--- src/rtl/led_animator.sv ---
// Parametrised LED pattern sequencer: bounce, rotate left/right and fill/drain bar.
// Optional comet trail in the one-hot modes is enabled by defining LED_ANIM_TRAIL_EN.
module led_animator #(
    parameter int WIDTH    = 18,
    parameter int STEP_DIV = 2777778
) (
    input  logic             clk,
    input  logic             res,
    input  logic             en,
    input  logic [1:0]       mode,
    output logic [WIDTH-1:0] leds,
    output logic             dir,
    output logic             step
);

    localparam int CW = (STEP_DIV > 1) ? $clog2(STEP_DIV) : 1;
    localparam logic [CW-1:0]    CNT_LAST = CW'(STEP_DIV - 1);
    localparam logic [WIDTH-1:0] ONE      = WIDTH'(1);

    typedef enum logic [1:0] {
        MODE_BOUNCE = 2'b00,
        MODE_ROL    = 2'b01,
        MODE_ROR    = 2'b10,
        MODE_BAR    = 2'b11
    } mode_t;

    mode_t            mode_sel;
    logic [CW-1:0]    cnt;
    logic [WIDTH-1:0] head;
    logic [WIDTH-1:0] next_head;
    logic             next_dir;
    logic             nd;
    logic             tick;
    logic             one_hot;
    logic             bar_ok;
    logic             norm;

    assign mode_sel = mode_t'(mode);
    assign tick     = en && (cnt == CNT_LAST);

    always_comb begin
        one_hot   = (head != '0) && ((head & (head - ONE)) == '0);
        // An all-ones bar wraps to zero on +1, so it counts as a valid bar.
        bar_ok    = (head != '0) && ((head & (head + ONE)) == '0);
        norm      = (mode_sel == MODE_BAR) ? !bar_ok : !one_hot;
        next_head = head;
        next_dir  = dir;
        nd        = dir;
        if (norm) begin
            next_head = ONE;
            next_dir  = 1'b0;
        end else begin
            case (mode_sel)
                MODE_BOUNCE: begin
                    nd        = (head == ONE) ? 1'b0 : (head[WIDTH-1] ? 1'b1 : dir);
                    next_head = nd ? (head >> 1) : (head << 1);
                    next_dir  = nd;
                end
                MODE_ROL: begin
                    next_head = {head[WIDTH-2:0], head[WIDTH-1]};
                    next_dir  = 1'b0;
                end
                MODE_ROR: begin
                    next_head = {head[0], head[WIDTH-1:1]};
                    next_dir  = 1'b1;
                end
                MODE_BAR: begin
                    nd        = (head == ONE) ? 1'b0 : ((&head) ? 1'b1 : dir);
                    next_head = nd ? (head >> 1) : {head[WIDTH-2:0], 1'b1};
                    next_dir  = nd;
                end
                default: begin
                    next_head = ONE;
                    next_dir  = 1'b0;
                end
            endcase
        end
    end

    always_ff @(posedge clk or posedge res) begin
        if (res) begin
            cnt  <= '0;
            head <= ONE;
            dir  <= 1'b0;
            step <= 1'b0;
        end else begin
            step <= tick;
            if (en) begin
                cnt <= tick ? '0 : cnt + 1'b1;
            end
            if (tick) begin
                head <= next_head;
                dir  <= next_dir;
            end
        end
    end

`ifdef LED_ANIM_TRAIL_EN
    logic [WIDTH-1:0] trail;
    logic [WIDTH-1:0] next_trail;
    logic [WIDTH-1:0] leds_r;

    assign next_trail = norm ? '0 : head;

    // The displayed composition follows the mode latched at the tick, so a
    // mode change between ticks cannot disturb the LEDs.
    always_ff @(posedge clk or posedge res) begin
        if (res) begin
            trail  <= '0;
            leds_r <= ONE;
        end else if (tick) begin
            trail  <= next_trail;
            leds_r <= (mode_sel == MODE_BAR) ? next_head : (next_head | next_trail);
        end
    end

    assign leds = leds_r;
`else
    assign leds = head;
`endif

endmodule

--- config.mk ---
export PLATFORM = sky130hd
export DESIGN_NAME = led_animator
export DESIGN_NICKNAME = d
export VERILOG_FILES = /design/src/rtl/led_animator.sv
export SDC_FILE = /design/constraint.sdc
export NUM_CORES = 1
export LEC_CHECK = 0
export ABC_AREA = 1
export CORE_MARGIN = 1.5
export CORE_UTILIZATION = 50
export CTS_CLUSTER_DIAMETER = 150
export DETAILED_ROUTE_END_ITERATION = 16
export MAX_ROUTING_LAYER = met4
export PLACE_DENSITY_LB_ADDON = 0.08
export REMOVE_ABC_BUFFERS = 1
export SLEW_MARGIN = 25
export SYNTH_ARGS = -nofsm -noshare
export SYNTH_HDL_FRONTEND = slang
export SYNTH_SLANG_ARGS = --single-unit
--- constraint.sdc ---
create_clock -name clk -period 5.4 [get_ports clk]
set_input_delay 0.81 -clock clk [delete_from_list [all_inputs] [get_ports clk]]
set_output_delay 0.81 -clock clk [all_outputs]
set_load 0.02 [all_outputs]
==> flow_summary.json <==
{
  "hold_slack_ps": 505,
  "yosysMostFrequentCell": "nand2_1",
  "drv_cap": 0,
  "n_fill_cell": 637,
  "final_max_slew_viol_count": 0,
  "grt_use_total_pct": 26.4,
  "cts_max_level": 2,
  "synthFlopType": "dfrtp_1",
  "crit_path_end_kind": "flop",
  "syn_area_um2": 3220,
  "synth_area_leaders": "dfrtp_1 32%, nand2_1 17%, nor2_1 8.5%",
  "port_buffers": 24,
  "postLayoutCoreUtil_pct": 57.1,
  "cts_root_buf": "clkbuf_8",
  "dr.first_iter.drc_count": 285,
  "hold_path_class": "reg -> reg",
  "relSlewSlack_pct": 36.0,
  "fin_skew_ps": 14.6,
  "drc_errors": 0,
  "antenna_found_initial": 0,
  "setup_viol": 0,
  "total_power_uw": 758,
  "yosys-top-cells-count": "147 x nand2_1, 73 x nor2_1, 65 x inv_1",
  "area_growth_pct": 11.5,
  "hold_buffers": 0,
  "power_density_nw_per_um2": 211,
  "ys_types": 36,
  "tightest_slew_ps": 956,
  "die-area_um2": 6920,
  "die_y_um": 83.2,
  "cts_made_buffers": 5,
  "grt_max_degree": 43,
  "synth_edf_count": 0,
  "cp.arrival_ps": 3390,
  "yosys_register_bits": 42,
  "path_max_fanout": 23,
  "io_pins": 25,
  "cts_tree": "done",
  "dp.cells": 602,
  "syn_avg_cell_area_um2": 6.22,
  "drt_first_pass_iters": 5,
  "cts_setup_buffers": 0,
  "synthArstFlopShare_pct": 100,
  "routabilityCongestion": 0.980,
  "fmax_ghz": 0.319,
  "fp-row-count": 29,
  "grt-ovfl-total": 0,
  "yosysSeqAreaShare_pct": 32.7,
  "cts_buffer_depth": 2,
  "hold_viol": 0,
  "p_leak_nw": 1.81,
  "required_ps": 5650,
  "synth_area_leader_cell": "dfrtp_1",
  "grt_pass1_vias": 3156,
  "die_x_um": 83.2,
  "dp.final_hpwl_um": 6170,
  "clkLatencyLatePin_ps": 300,
  "fin_crit_ps": 3140,
  "drive_gt1_share_pct": 4.32,
  "vias": 3355,
  "num-nets-final": 539,
  "numClockSinks": 42,
  "grt_pass1_wl_um": 14600,
  "cp-start-kind": "input pin",
  "synthCells": 517,
  "coreArea_um2": 6280,
  "routed_wirelength_um": 8490,
  "diodes": 0,
  "irDropWorstVdd_mv": 0.183,
  "worstSetupPathType": "in -> reg",
  "synth_top_area_share_pct": 31.9,
  "start_util_pct": 51.2,
  "tns_ps": 0,
  "wl_per_cell_um": 13.9,
  "grt_setup_unrepaired": "no",
  "path_clk_slew_ps": 90,
  "ant_nets": 0,
  "min_period_over_period_pct": 58.1,
  "outcome": "complete, no violations",
  "vias_per_cell": 5.50,
  "yosys_warnings": 0,
  "ctsResizeCount": 0,
  "fin_cells": 610
}
-- layout make-up --
type / count / area [µm²] / share of cell area, %
Multi-Input combinational cell: 391 / 1820 / 50.7
Timing Repair Buffer: 26 / 255 / 7.12
Clock buffer: 7 / 86.3 / 2.41
Clock inverter: 1 / 30.0 / 0.837
Inverter: 66 / 248 / 6.91
Tap cell: 77 / 96.3 / 2.69
Sequential cell: 42 / 1050 / 29.3
-- flip-flops by register name (all words and copies together), names as in the netlist --
signal and flops:
step 1, cnt 22, leds 18, dir 1
-- layout by cell type (no fill, tap or decap) --
cell | Yosys | final
nand2_1 | 147 | 147
nor2_1 | 73 | 73
inv_1 | 65 | 64
nand3_1 | 48 | 48
dfrtp_1 | 41 | 41
o21ai_0 | 27 | 27
clkdlybuf4s50_1 | 0 | 24
a21oi_1 | 21 | 21
nand4_1 | 19 | 19
nor3_1 | 17 | 17
clkbuf_8 | 0 | 6
nor4_1 | 5 | 5
xor2_1 | 5 | 5
nand2_2 | 5 | 5
nor3b_1 | 3 | 3
or2_2 | 2 | 2
nor2_2 | 2 | 2
nand3b_1 | 2 | 2
o211ai_1 | 2 | 2
ha_1 | 2 | 2
buf_4 | 3 | 2
a31oi_1 | 1 | 1
o32a_1 | 1 | 1
nor2_4 | 1 | 1
nand3_2 | 1 | 1
nand3_4 | 1 | 1
inv_2 | 1 | 1
clkinv_1 | 0 | 1
o31ai_1 | 1 | 1
o21bai_1 | 1 | 1
and3_1 | 1 | 1
or3_1 | 1 | 1
a211o_1 | 1 | 1
a211oi_1 | 1 | 1
bufinv_16 | 0 | 1
clkbuf_1 | 4 | 1
dfstp_2 | 1 | 1
-- critical path, cell delays in order --
cell             delay (ps)
clkdlybuf4s50_1         580
inv_1                   180
nor4_1                  290
nand3_1                 100
buf_4                   240
nor2_1                  750
nand2_1                 180
inv_2                   130
nand2_1                  60
nand2_1                  60
-- through the flow --
stage	cell area (µm²)	setup WS [ps]
global route	3590	2060
floorplan	3120	2790
detailed placement	3470	1980
finish	3590	2260
CTS	3590	2300
global placement	3470	2060
-- path summary, 6_finish.rpt --
check / endpoint / start / depth (start not counted) / slack (ps)
min reg2reg: cnt[21] / cnt[21] / 1 / 500
min in group asynchronous: leds[11] / res / 3 / 940
min: cnt[21] / cnt[21] / 1 / 500
max reg2reg: leds[4] / cnt[18] / 10 / 2840
max: leds[4] / en / 10 / 2260
max in group asynchronous: cnt[10] / res / 3 / 4080
-- routing by layer --
metal	global-route usage [%]	part of all wire, %	wire length, µm	vias up
met4	11.5	2.5	210	0
met1	31.5	44	3700	1541
li1	-	-	-	1697
met2	44.7	50	4230	97
met3	3.38	4.1	345	20
met5	-	0	0	-
-- power breakdown --
group / total [mW] / switching, mW / internal [mW]
sequential: 0.371 / 0.0302 / 0.341
clock: 0.264 / 0.113 / 0.151
combinational: 0.123 / 0.0780 / 0.0449
-- kinds of logic after synthesis --
family	after synthesis	synth area share (%)
simple gates	328	45.0
buf+inv	84	10.8
compound gates	56	9.41
flops	42	32.7
xor+xnor	5	1.36
fa+ha+maj	2	0.778
Note: power is estimated with default switching activity, not from simulation.
==> variant 1, RTL diff (config.mk and constraints unchanged) <==
One comparison of `cnt` changes from == to >=.
--- a/src/rtl/led_animator.sv
+++ b/src/rtl/led_animator.sv
@@ -36,7 +36,7 @@
     logic             norm;
 
     assign mode_sel = mode_t'(mode);
-    assign tick     = en && (cnt == CNT_LAST);
+    assign tick     = en && (cnt >= CNT_LAST);
 
     always_comb begin
         one_hot   = (head != '0) && ((head & (head - ONE)) == '0);
Function: same outputs for any inputs over 10 cycles, from zero or initial values; that may be too few to reach the edited logic, so the function may still have changed.
==> variant 1 against the unedited design <==
Setup slack gained 0.50 ns; power fell by 13%; area after synthesis is 7.2% higher; sequential cell count did not move; register-to-register slack better by 0.24 ns; final area grew 5.7%; wire length rose by 4.5%; non-clock buffer count is the same; synthesized cell count up 3.9%; largest cell class unchanged.
==> variant 1: results (changes against the unedited design) <==
[synth]
yosys_warnings = 0  ; unchanged
synth_seq_area_share_pct = 30.5  ; -2.2 points
async_flop_share_pct = 100  ; unchanged
synth_area_leaders = dfrtp_1 30%, nand2_1 16%, nand3_1 8.7%
yosys.cell_types.count = 37  ; +2.8%
synth_common_cells = 147 x nand2_1, 72 x nor2_1, 60 x nand3_1
ys.flop_type = dfrtp_1

[cells_and_area]
regMostFlops = cnt
fin_nets = 558  ; +3.5%
fillers = 686  ; +7.7%
largest_reg_flops = 22  ; unchanged
drive_gt1_share_pct = 10.3  ; +6.0 points
diodes = 0  ; unchanged

[placement]
place_area_mm2 = 0.00369  ; +6.5%
place_congestion = 0.897  ; -8.4%
hpwl_mm = 6.53  ; +5.9%
numPortBuffers = 24  ; unchanged

[detailed_routing]
firstDrtPassIters = 4  ; -1
top_layer = met4
finalWirelength_mm = 8.87  ; +4.5%
wl_met2_mm = 4.38  ; +3.7%
wl_met1_mm = 3.77  ; +1.8%
met3_wirelength_um = 490  ; +42%
drt_iter0_drc = 162  ; -43%
viasPerCell = 5.40  ; -1.8%

[min_path]
whs_path_depth = 2  ; +1
hold_class = register to register

[cts]
htree_levels = 2  ; unchanged
cts_buffers = 5  ; unchanged
postCtsSetupRepairBufs = 0  ; unchanged
clk_pin_slew_ns = 0.08
cts_root_buf = clkbuf_8
cts_resized = 0  ; unchanged
cts_max_path_buffers = 2  ; unchanged
clk_latency_ns = 0.30  ; about the same

[grt]
use_met1_pct = 31.2  ; -0.26 points
grt_pass1_wl_mm = 15.0  ; +3.1%
grt_pass1_vias = 3257  ; +3.2%
use_met2_pct = 46.2  ; +1.5 points
antenna_found_initial = 0  ; unchanged
grt_max_degree = 43  ; unchanged
grt_util_met3_pct = 3.37  ; -0.011 points
grtUsageTotal_pct = 26.4  ; +0.050 points

[setup_path]
worstPathArrival_ns = 2.87  ; -0.52 ns
reg2reg_slack_ns = 3.08  ; +0.24 ns
cp_top_family = buffers and inverters
slowest_stage = clkdlybuf4s50_1
crit_path_max_incr_delay_ns = 0.77  ; +0.02 ns
worstRegToRegCells = 10  ; unchanged
crit_fanout = 12  ; -48%

[run_status]
status = completed

[timing]
slew_headroom_pct = 55.4  ; +19 points
finClkSkew_ns = 0.0118  ; -0.00271 ns

[power_and_ir_drop]
peakVddDrop_mv = 0.0829  ; -55%
leakagePower_uw = 0.00183  ; +1.1%

[variant 1: cell families after synthesis]
kind of cell / count (synthesis) / share of synthesized area (%)
xor+xnor: 10 / 2.54
simple gates: 343 / 46.3
buf+inv: 81 / 9.80
flops: 42 / 30.5
compound gates: 58 / 9.76
fa+ha+maj: 3 / 1.09
[variant 1: worst paths after layout]
kind	from	endpoint
setup reg to reg	leds[7]	leds[3]
hold reg to reg	dir	dir
hold / removal	dir	dir
setup / recovery	mode[0]	leds[13]
max in group asynchronous	res	cnt[7]
min in group asynchronous	res	leds[7]
[variant 1: through the flow]
| step | std cells | hold slack [ns] | utilization (%) | setup slack, ns |
|---|---|---|---|---|
| after floorplan | 517 | 0.505 | - | 3.31 |
| after global placement | 623 | 0.508 | 55.0 | 2.48 |
| final | 631 | 0.517 | 56.4 | 2.76 |
| after detailed placement | 623 | 0.504 | 55.0 | 2.45 |
| after CTS | 631 | 0.522 | 56.4 | 2.77 |
| after global routing | 631 | 0.551 | 56.4 | 2.51 |
[variant 1: layout make-up]
| class | instances | share of cell area (%) |
|---|---|---|
| sequential | 42 | 27.8 |
| tap | 80 | 2.64 |
| inverter | 61 | 6.04 |
| clock buffer | 6 | 2.18 |
| clock inverter | 2 | 0.330 |
| timing repair buffer | 26 | 6.74 |
| multi-input combinational | 414 | 54.3 |
[variant 1: power breakdown]
part / switching (µW) / internal (µW) / leakage, µW
Sequential: 20.6 / 333 / 0.000556
Clock: 110 / 103 / 0.0000472
Combinational: 59.8 / 34.6 / 0.00123
Total: 191 / 471 / 0.00183
==> variant 2, RTL diff (config.mk and constraints unchanged) <==
Without the edit above. Add a define of `LED_ANIM_TRAIL_EN`.
--- a/src/rtl/led_animator.sv
+++ b/src/rtl/led_animator.sv
@@ -1,5 +1,7 @@
 // Parametrised LED pattern sequencer: bounce, rotate left/right and fill/drain bar.
 // Optional comet trail in the one-hot modes is enabled by defining LED_ANIM_TRAIL_EN.
+`define LED_ANIM_TRAIL_EN
+
 module led_animator #(
     parameter int WIDTH    = 18,
     parameter int STEP_DIV = 2777778
Function: no difference found for any inputs over 10 cycles, from zero or initial values; that may be too few to reach the edited logic, so the function may still have changed.
==> variant 2 against the unedited design <==
Fmax decreased by 1.2%; power increased by 32%; combinational power decreased by 12%; final area increased by 33%; setup slack got worse by 0.039 ns; wire length increased by 40%; die area increased by 35%; area after synthesis increased by 37%; sequential cell count increased by 18.
==> variant 2: results (changes against the unedited design) <==
[timing]
fin_hold_ws_ns = 0.474  ; -0.0303 ns
slew_headroom_pct = 47.5  ; +11 points
finClkSkew_ns = 0.0183  ; +0.00373 ns

[power_and_ir_drop]
p_sw_share_pct = 28.2  ; -1.1 points

[cts]
clk_pin_slew_ns = 0.07  ; -0.02 ns
clk_latency_ns = 0.34  ; +0.04 ns
cts_buffers = 9  ; +4

[synth]
yosys.cell_types.count = 42  ; +17%
synth_seq_area_share_pct = 34.1  ; +1.4 points
synth_common_cells = 175 x nand2_1, 72 x inv_1, 58 x dfrtp_1
synth_area_leaders = dfrtp_1 33%, nand2_1 15%, inv_1 6.1%

[min_path]
hp-start = leds[0]
min_to = leds[0]
whs_path_depth = 2  ; +1

[detailed_routing]
drt_iter0_drc = 256  ; -10%
viasPerCell = 5.54  ; +0.75%

[grt]
grt_pass1_vias = 4119  ; +31%

[placement]
hpwl_mm = 8.64  ; +40%
dp_cells = 734  ; +22%
place_area_mm2 = 0.00459  ; +32%

[setup_path]
timing.rr.end = leds[5]
timing.rr.start = cnt[11]

[cells_and_area]
fin_nets = 644  ; +19%
drive_gt1_share_pct = 12.3  ; +8.0 points

[run_status]
status = completed

==> variant 2: worst max-delay path, stage by stage <==
cell,delay [ns]
clkdlybuf4s50_1,0.67
inv_2,0.12
nor4_1,0.35
nand3_1,0.61
inv_1,0.60
or2_2,0.19
nand2_1,0.05
inv_1,0.05
==> variant 2: power groups by stage <==
stage / registers [µW] / clock network (µW) / logic (µW)
final: 494 / 395 / 108
after global routing: 498 / 420 / 123
after CTS: 493 / 400 / 108
after detailed placement: 502 / 0 / 107
after global placement: 500 / 0 / 107
after floorplan: 496 / 0 / 79.1
==> variant 2: area by class of cell <==
cell class              count  area [µm²]
clock buffers              11         131
repair buffers             25         248
multi-input cells         466        2420
fillers                   884        3870
inverters                  75         282
well taps                 108         135
flip-flops and latches     60        1500
clock inverters             5        52.6
==> variant 2: layer usage <==
layer  global-route usage (%)  vias up  share of wire (%)
li1                         -     2065                  -
met1                     33.6     1940                 45
met2                     43.6      126                 48
met3                     3.76       25                5.1
met4                     10.6        0                2.0
met5                        -        -                  0
==> variant 2: how the worst max path moves through the flow <==
stage | start | to | cells after the start
2_1_floorplan | res | cnt[0] | 1
3_3_place_gp | en | leds[4] | 8
3_5_place_dp | en | leds[6] | 8
4_1_cts | en | leds[6] | 8
5_1_grt | en | leds[9] | 8
6_report | en | leds[5] | 8
==> variant 2: logic make-up (layout without fill, tap and decap cells) <==
| logic type | Yosys count | in the layout | share of synthesized area [%] |
|---|---|---|---|
| AOI/OAI and AO/OA | 64 | 64 | 8.55 |
| and+or+nand+nor | 391 | 391 | 44.0 |
| buffers and inverters | 103 | 116 | 11.0 |
| adders and majority gates | 2 | 2 | 0.568 |
| DFF | 60 | 60 | 34.1 |
| xor gates and xnor gates | 9 | 9 | 1.79 |
